<file path="config.mk">
export PLATFORM = sky130hd
export DESIGN_NAME = uart_tx_feeder
export DESIGN_NICKNAME = d
export VERILOG_FILES = /design/src/rtl/uart_tx_feeder_pkg.sv /design/src/rtl/uart_tx_feeder_fifo.sv /design/src/rtl/uart_tx_feeder.sv
export SDC_FILE = /design/constraint.sdc
export NUM_CORES = 1
export LEC_CHECK = 0
export CAP_MARGIN = 15
export CORE_MARGIN = 2
export CORE_UTILIZATION = 60
export CTS_BUF_LIST = sky130_fd_sc_hd__clkbuf_4 sky130_fd_sc_hd__clkbuf_8
export DETAILED_ROUTE_END_ITERATION = 8
export DONT_BUFFER_PORTS = 1
export PLACE_DENSITY = 0.76
export SETUP_SLACK_MARGIN = 0.3
export SYNTH_ARGS = -nofsm -noshare
export SYNTH_HDL_FRONTEND = slang
export SYNTH_HIERARCHICAL = 1
export SYNTH_SLANG_ARGS = --single-unit
</file>
<file path="constraint.sdc">
create_clock -name clk -period 8.85 [get_ports clk]
set_clock_uncertainty 0.2 [all_clocks]
set_input_delay 2.655 -clock clk [delete_from_list [all_inputs] [get_ports clk]]
set_output_delay 2.655 -clock clk [all_outputs]
set_load 0.02 [all_outputs]
</file>
<file path="src/rtl/uart_tx_feeder_pkg.sv">
// uart_tx_feeder_pkg
// Shared uart globals: data width, drain FSM state encoding and the
// default FIFO depth / busy-timeout used by uart_tx_feeder.
// No ports (package).

package uart_tx_feeder_pkg;

  localparam int NUM_DATA_BITS = 8;

  localparam int FEED_DEPTH   = 16;
  localparam int FEED_TIMEOUT = 4;

  localparam logic [1:0] FEED_IDLE       = 2'd0;
  localparam logic [1:0] FEED_ISSUE      = 2'd1;
  localparam logic [1:0] FEED_WAIT_START = 2'd2;
  localparam logic [1:0] FEED_WAIT_DONE  = 2'd3;

endpackage

</file>
<file path="src/rtl/uart_tx_feeder_fifo.sv">
// sync_fifo
// Single-clock FIFO with push/pop/flush and registered count/full/empty.
// Pushes are ignored when full, pops ignored when empty, and flush wins
// over both (pointers and count return to zero next cycle).
// Ports:
//   clk, rst            clock, synchronous active-high reset
//   push, push_data     write strobe and data
//   pop, pop_data       read strobe and head-of-queue data (combinational)
//   flush               discard everything queued
//   count, full, empty  occupancy, registered

module sync_fifo
  import uart_tx_feeder_pkg::*;
#(
  parameter int DEPTH  = FEED_DEPTH,
  parameter int DATA_W = NUM_DATA_BITS
) (
  input  logic                     clk,
  input  logic                     rst,
  input  logic                     push,
  input  logic [DATA_W-1:0]        push_data,
  input  logic                     pop,
  output logic [DATA_W-1:0]        pop_data,
  input  logic                     flush,
  output logic [$clog2(DEPTH):0]   count,
  output logic                     full,
  output logic                     empty
);

  localparam int AW = $clog2(DEPTH);
  localparam logic [AW:0]   FULL_COUNT = (AW+1)'(DEPTH);
  localparam logic [AW-1:0] PTR_ONE    = AW'(1);
  localparam logic [AW:0]   CNT_ONE    = (AW+1)'(1);

  logic [DATA_W-1:0] mem [DEPTH];
  logic [AW-1:0]     wr_ptr;
  logic [AW-1:0]     rd_ptr;
  logic [AW:0]       count_next;
  logic              do_push;
  logic              do_pop;

  assign do_push  = push && !full && !flush;
  assign do_pop   = pop && !empty && !flush;
  assign pop_data = mem[rd_ptr];

  always_comb begin
    count_next = count;
    if (flush) begin
      count_next = '0;
    end else if (do_push && !do_pop) begin
      count_next = count + CNT_ONE;
    end else if (do_pop && !do_push) begin
      count_next = count - CNT_ONE;
    end
  end

  // Storage is deliberately left out of reset; only the pointers matter.
  always_ff @(posedge clk) begin
    if (do_push) begin
      mem[wr_ptr] <= push_data;
    end
  end

  // Pointers are exactly AW bits wide so they wrap modulo DEPTH for free.
  always_ff @(posedge clk) begin
    if (rst || flush) begin
      wr_ptr <= '0;
      rd_ptr <= '0;
      count  <= '0;
      full   <= 1'b0;
      empty  <= 1'b1;
    end else begin
      if (do_push) wr_ptr <= wr_ptr + PTR_ONE;
      if (do_pop)  rd_ptr <= rd_ptr + PTR_ONE;
      count <= count_next;
      full  <= (count_next == FULL_COUNT);
      empty <= (count_next == '0);
    end
  end

endmodule

</file>
<file path="src/rtl/uart_tx_feeder.sv">
// uart_tx_feeder
// Queues bytes in a FIFO and feeds them one at a time to a downstream
// uart_tx, pulsing tx_write and then waiting for the transmitter to go
// busy and report done. A transmitter that never goes busy is flagged
// through the sticky fault output and the byte is dropped.
// Ports:
//   clk, rst          single clock shared with uart_tx, sync active-high reset
//   en                block enable (also drives tx_enable, one cycle late)
//   flush             discard all queued bytes
//   wr, wr_data       push strobe and byte
//   full, empty,count FIFO status
//   overflow          sticky: a push was dropped because the FIFO was full
//   fault             sticky: tx_busy failed to rise within TIMEOUT cycles
//   tx_enable, tx_write, tx_data   to uart_tx
//   tx_busy, tx_done  from uart_tx
//   drain_busy        high while a byte is in flight

module uart_tx_feeder
  import uart_tx_feeder_pkg::*;
#(
  parameter int DEPTH   = FEED_DEPTH,
  parameter int DATA_W  = NUM_DATA_BITS,
  parameter int TIMEOUT = FEED_TIMEOUT
) (
  input  logic                   clk,
  input  logic                   rst,
  input  logic                   en,
  input  logic                   flush,
  input  logic                   wr,
  input  logic [DATA_W-1:0]      wr_data,
  output logic                   full,
  output logic                   empty,
  output logic [$clog2(DEPTH):0] count,
  output logic                   overflow,
  output logic                   fault,
  output logic                   tx_enable,
  output logic                   tx_write,
  output logic [DATA_W-1:0]      tx_data,
  input  logic                   tx_busy,
  input  logic                   tx_done,
  output logic                   drain_busy
);

  localparam int TW = $clog2(TIMEOUT) + 1;
  localparam logic [TW-1:0] TIMER_LAST = TW'(TIMEOUT - 1);
  localparam logic [TW-1:0] TIMER_ONE  = TW'(1);

  logic [1:0]        state;
  logic [TW-1:0]     timer;
  logic [DATA_W-1:0] head_data;
  logic              issue;

  // A flush in the same cycle as a would-be issue wins, so the FIFO never
  // sees pop and flush together.
  assign issue = (state == FEED_IDLE) && en && !empty && !tx_busy && !flush;

  assign drain_busy = (state != FEED_IDLE);

  sync_fifo #(
    .DEPTH  (DEPTH),
    .DATA_W (DATA_W)
  ) u_fifo (
    .clk       (clk),
    .rst       (rst),
    .push      (wr),
    .push_data (wr_data),
    .pop       (issue),
    .pop_data  (head_data),
    .flush     (flush),
    .count     (count),
    .full      (full),
    .empty     (empty)
  );

  // Drop detection uses the registered full flag, so a pop in the same
  // cycle does not rescue the byte. A push swallowed by flush is not an
  // overflow.
  always_ff @(posedge clk) begin
    if (rst) begin
      overflow  <= 1'b0;
      tx_enable <= 1'b0;
    end else begin
      tx_enable <= en;
      if (wr && full && !flush) begin
        overflow <= 1'b1;
      end
    end
  end

  // Drain FSM. Dropping en parks it in IDLE immediately; whatever byte was
  // in flight is abandoned since tx_enable low resets the transmitter.
  always_ff @(posedge clk) begin
    if (rst) begin
      state    <= FEED_IDLE;
      timer    <= '0;
      tx_write <= 1'b0;
      tx_data  <= '0;
      fault    <= 1'b0;
    end else if (!en) begin
      state    <= FEED_IDLE;
      tx_write <= 1'b0;
    end else begin
      case (state)
        FEED_IDLE: begin
          if (issue) begin
            tx_data  <= head_data;
            tx_write <= 1'b1;
            state    <= FEED_ISSUE;
          end
        end
        FEED_ISSUE: begin
          tx_write <= 1'b0;
          timer    <= '0;
          state    <= FEED_WAIT_START;
        end
        FEED_WAIT_START: begin
          if (tx_busy) begin
            state <= FEED_WAIT_DONE;
          end else if (timer == TIMER_LAST) begin
            fault <= 1'b1;
            state <= FEED_IDLE;
          end else begin
            timer <= timer + TIMER_ONE;
          end
        end
        FEED_WAIT_DONE: begin
          if (tx_done) begin
            state <= FEED_IDLE;
          end
        end
        default: begin
          state <= FEED_IDLE;
        end
      endcase
    end
  end

endmodule

</file>
* After elaboration in Yosys (flattened, before gate mapping)
Memories as Yosys holds them, arrays and structs flattened. A register that Yosys moved wholly into a read port is not among the register bits.
Index checks and enable logic that the tools add are counted.
** Cells by class
- $add $sub $neg :: 5
- $mul :: 0
- Divide/modulo/power cells :: 0
- Magnitude comparators :: 0
- Equality and inequality tests :: 10
- Shift-type cells :: 0
- Muxes and demuxes :: 15
- Bitwise operators :: 2
- Reduce and logical (&&, ||, !) cells :: 30
** Operator list (count)
- $mux 5 :: 3
- $logic_and 1x1->1 :: 12
- $add 4x1->4 const B :: 2
- $mux 2 :: 4
- $pmux 2 s4 :: 1
- $reduce_and 4->1 :: 2
- $logic_not 1->1 :: 6
- $mux 3 :: 2
- $ne 2x2->1 const B :: 3
- $pmux 3 s2 :: 1
- $reduce_and 3->1 :: 2
- $reduce_bool 2->1 :: 3
- $add 5x1->5 const B :: 1
- $eq 5x5->1 const B :: 1
- $logic_not 5->1 :: 1
- $sub 5x1->5 const B :: 1
- $eq 2x2->1 const B :: 2
- $add 3x1->3 const B :: 1
- $eq 3x2->1 const B :: 1
- $mux 1 :: 3
- $ne 3x3->1 const B :: 1
- $eq 2x1->1 const B :: 1
- $logic_not 2->1 :: 1
- $ne 2x1->1 const B :: 1
- 5 further kinds :: 6
** Storage, ports and cells
- Flip-flop bits (word level) :: 24
- Latch bits :: 0
- Memory bits (writable) :: 128
- ROM bits :: 0
- Input port bits :: 15
- Output and inout bits :: 20
- Logic and storage cells :: 74
- Memories :: 1
** Memories
- u_fifo.mem :: depth 16, bits a word 8, rd ports 1, clocked after Yosys merged registers in 1, write ports 1, RTL line uart_tx_feeder_fifo.sv:35 : logic [DATA_W-1:0] mem [DEPTH];

* Depth between registers and ports, before layout
- Word-level depth :: 12
- Depth in mapped cells :: 9
- Mapped depth without buffers :: 7

* Cells and area by module
Netlist, hierarchy kept.
** By module, submodules not included
- sync_fifo :: instances 1, cells each 296, area an instance 5943.2 um^2, sequential area each 4224.1 um^2
- uart_tx_feeder :: instances 1, cells each 76, area an instance 770.7 um^2, sequential area each 340.3 um^2

* Worst setup path before layout
No wires, ideal clock.
- Path type :: input port to flip-flop
- Start :: in tx_busy
- End :: reg u_fifo.empty
- Setup time :: 116 ps
- Arrival :: 4543 ps
- Data required time :: 8534 ps
- Path slack :: 3991 ps
- Stages :: 9
- Path buffers :: 2
- Cell sequence :: or3b_4 > nor4_4 > buf_6 > nor2b_1 > clkbuf_1 > nand4b_1 > and3b_1 > or2_2 > a41o_1
** On the way
- Word-level cells in the longest chain between the ends :: 10
- Elaborated cells between the ends (all ways) :: 12
- Classes of those cells :: mux: 3; reduce/logical: 9
** Ends and longest elaborated chain
- start, declared :: RTL line uart_tx_feeder.sv:39 : input logic tx_busy,
- $logic_not 1->1 * :: RTL line uart_tx_feeder.sv:55 : assign issue = (state == FEED_IDLE) && en && !empty && !tx_busy && !flush;
- $logic_and 1x1->1 * (2 in series) :: RTL line uart_tx_feeder.sv:55
- net issue :: RTL line uart_tx_feeder.sv:51 : logic issue;
- $logic_and 1x1->1 * (2 in series) :: RTL line uart_tx_feeder_fifo.sv:43 : assign do_pop = pop && !empty && !flush;
- $logic_and 1x1->1 / $logic_not 1->1 (equally long branches) :: RTL line uart_tx_feeder_fifo.sv:52, uart_tx_feeder_fifo.sv:50
- $mux 5 / $logic_and 1x1->1 (equally long branches) :: RTL line uart_tx_feeder_fifo.sv:52, uart_tx_feeder_fifo.sv:50
- $mux 5 * :: RTL line uart_tx_feeder_fifo.sv:50 : end else if (do_push && !do_pop) begin
- $mux 5 * :: RTL line uart_tx_feeder_fifo.sv:48 : if (flush) begin
- $logic_not 5->1 * :: RTL line uart_tx_feeder_fifo.sv:77 : empty <= (count_next == '0);
- end signal, assigned :: RTL line uart_tx_feeder_fifo.sv:77
- end, declared :: RTL line uart_tx_feeder_fifo.sv:27 : output logic empty
The timed path passes the listed nets; every way through them passes the cells marked *.
A chain may end at the register's enable or synchronous reset.

* Worst setup path in the final report
- Start :: in tx_busy
- End :: reg u_fifo.empty
** On the way
- Word-level cells in the longest chain between the ends :: 10
- Elaborated cells between the ends (all ways) :: 12
- Classes of those cells :: mux: 3; reduce/logical: 9
** Ends and longest elaborated chain (RTL line)
- $logic_not 1->1 * :: uart_tx_feeder.sv:55
- $logic_and 1x1->1 * (2 in series) :: uart_tx_feeder.sv:55
- $logic_and 1x1->1 * (2 in series) :: uart_tx_feeder_fifo.sv:43
- $logic_and 1x1->1 / $logic_not 1->1 (equally long branches) :: uart_tx_feeder_fifo.sv:52, uart_tx_feeder_fifo.sv:50
- $mux 5 / $logic_and 1x1->1 (equally long branches) :: uart_tx_feeder_fifo.sv:52, uart_tx_feeder_fifo.sv:50
- $mux 5 * :: uart_tx_feeder_fifo.sv:50
- $mux 5 * :: uart_tx_feeder_fifo.sv:48
- $logic_not 5->1 * :: uart_tx_feeder_fifo.sv:77
Every way passes the cells marked *; elsewhere a longest branch is shown, timed or not.

==> flow_summary_export.csv <==
group,metric,value,unit
power,power.density,198,nW/um^2
placed_design,port_buffers,0,
yosys,yosysSeqAreaShare,68.0,%
floorplan,initial_core_util,61.7,%
cells_and_area,final_nets,398,
detailed_routing,avgRoutedWirePerCell,21.9,um
yosys,synth_edf_count,128,
cells_and_area,syn_to_final_growth,7.31,%
power,intPower,1150,uW
grt,gr-total-overflow,0,
floorplan,fp.dieH,110,um
yosys,yosysUniqueCellTypes,52,
cts,ctsResizeCount,0,
sta,holdWs,0.291,ns
floorplan,dieArea,12100,um^2
sta,finalCriticalPeriod,5.01,ns
worst_setup_path,path_class,"in -> reg",
worst_setup_path,critPathBufInv,0,
power,comb_power_share,1.4,%
power,power.net_switching,276,uW
cts,tritoncts,"done",
cells_and_area,drive_above_1_share,15.2,%
cts,cts.sinks,164,
yosys,synthCells,372,
grt,grt_max_degree,33,
hold_path,hp-class,"reg -> reg",
placed_design,pre_cts_ws,3.36,ns
cells_and_area,layout_commonest_cell,"edfxtp_1",
power,seq_power_share,58.4,%
detailed_routing,remaining_drc_errors,0,
placed_design,dp_hpwl,7430,um
placed_design,place_congestion,0.800,
cts,post_cts_buffers,0,
floorplan,core_region_area,10900,um^2
yosys,netlist_area,6710,um^2
sta,hold_viol,0,
worst_setup_path,cp.arrival,5.16,ns
detailed_routing,drt_iter0_drc,319,
placed_design,placed_cells,495,
cells_and_area,mostFrequentLayoutCells,"edfxtp_1, dfxtp_1, mux4_1",
sta,setup_viol,0,
yosys,synth_nets,396,
yosys,ys_seq_elements,164,
cells_and_area,fillerInstances,711,
floorplan,io_pins,35,
cts,ctsRootBufferMaster,"clkbuf_8",
power,power_frac_clock,40.3,%
yosys,synth_area_per_cell,18.0,um^2
cts,ctsLongestPathBuffers,2,
run,maxCapViolations,0,
power,leakage,0.00229,uW
detailed_routing,via_per_inst,6.16,
floorplan,rows,38,
worst_setup_path,crit_fanout,12,
sta,fin_ws,3.84,ns
yosys,yosys_warnings,6,
worst_setup_path,worst_setup_path_end_kind,"flip-flop",
grt,grt_pass1_vias,3140,
cts,numCtsBuffers,17,
sta,slew_headroom,31.5,%
cells_and_area,instances_no_fill,527,
sta,tns,0,ns
yosys,yosys_most_used_dff,"edfxtp_1",
sta,rsz0062_at_grt,"false",
grt,antenna_found_initial,0,
worst_setup_path,path_cells,"or3b_4, nor4_4, nor2b_1, nand4b_1, and3b_1, or2_2, a41o_1",
sta,tightestPinTransition,1.03,ns
sta,fin_crit_sh,56.6,%
cts,h-tree-depth,4,
cells_and_area,antennaDiodeCount,0,
grt,grt_usage,21.2,%
detailed_routing,postRouteWirelength,11500,um
power,p_sw_share,19.3,%
detailed_routing,firstDrtPassIters,5,
worst_setup_path,cp_slowest_cell,"nor4_4",
worst_setup_path,crit_path_start_kind,"input port",
detailed_routing,ant_nets,0,
worst_setup_path,path_delay_family,"simple AND/OR/NAND/NOR gates",
worst_setup_path,required,9.00,ns
sta,max_freq,200,MHz
cts,clkTransAtPathRegs,0.08,ns
cts,postCtsHoldBufs,0,
floorplan,die_w,110,um
cts,clock_latency,0.46,ns
worst_setup_path,critical-path-max-stage-delay,0.65,ns
power,vdd_drop_max,0.143,mV
grt,grt_pass1_wl,17600,um
sta,slew_viol_final,0,
run_status,status,"completed",
detailed_routing,num_vias,3248,
yosys,async_flop_share,0,%
## worst register-to-register path, stage by stage, from the launching register on
cell	delay, ns
dfxtp_1	0.38
or3b_4	0.44
nor4_4	0.65
nor2b_1	0.52
nand4b_1	0.22
and3b_1	0.22
or2_2	0.28
a41o_1	0.22
## area by class of cell
class	count	area, um^2	share of cell area [%]
clock buffers	19	249	3.46
clock inverters	13	183	2.54
inverters	10	37.5	0.521
multi-input cells	181	1990	27.7
flip-flops and latches	164	4570	63.4
well taps	140	175	2.43
## kinds of logic after synthesis
| kind of cell | count (synthesis) | synth area share, % |
|---|---|---|
| mux | 49 | 16.1 |
| simple gates | 92 | 8.27 |
| compound gates | 23 | 2.57 |
| buf+inv | 27 | 2.33 |
| fa+ha+maj | 9 | 1.68 |
| xor+xnor | 8 | 1.04 |
| flops | 164 | 68.0 |
## worst paths after layout
check                              start            to  slack, ns  depth (start not counted)
worst max register to register  state[0]  u_fifo/empty       5.61                          7
worst max-delay path             tx_busy  u_fifo/empty       3.84                          7
worst min-delay path            timer[2]      timer[2]       0.29                          1
worst min register to register  timer[2]      timer[2]       0.29                          1
## power groups by stage
stage,clock network (uW),logic (uW),registers [uW]
finish,576,19.4,834
global route,619,21.1,835
CTS,590,19.4,834
detailed placement,0,19.3,852
global placement,0,18.7,852
floorplan,0,16.4,852
## metal layers
layer  global-route usage, %  up-vias  routed length [um]
met5                       0        -                   0
met4                    7.59        0                  86
met3                    6.40       10                 812
met2                    31.2      107                5590
met1                    30.4     1658                5030
li1                        -     1473                   -
## through the flow
stage | area, um^2 | utilization (%) | power [uW]
3_5_place_dp | 6770 | 62.2 | 872
6_report | 7200 | 66.2 | 1430
3_3_place_gp | 6770 | 62.2 | 871
4_1_cts | 7200 | 66.2 | 1440
2_1_floorplan | 6710 | - | 868
5_1_grt | 7200 | 66.2 | 1480
## flip-flops by register name, indices dropped and copies added (netlist names), 2 cells and up, named ones only
register       cells
timer              3
tx_data            8
u_fifo/rd_ptr      4
u_fifo/mem       128
u_fifo/count       5
state              2
u_fifo/wr_ptr      4
## Yosys cell counts (3+ instances only)
cell      number  area [um^2]
edfxtp_1     128         3840
dfxtp_1       36          721
mux4_1        24          631
nand2b_1      18          113
nor2_1        17         63.8
and2_1        16          100
mux4_2        16          360
inv_1         10         37.5
nand2_1       10         37.5
ha_1           9          113
mux2i_1        8         80.1
clkbuf_1       7         26.3
xnor2_1        5         43.8
buf_1          4         15.0
nand4_1        4         25.0
nor2b_1        4         25.0
a211oi_1       3         22.5
a21oi_1        3         15.0
a22o_1         3         26.3
and3_1         3         18.8
nand3_1        3         15.0
or2_2          3         18.8
xor2_1         3         26.3
Power figures use the tool's default switching activity.
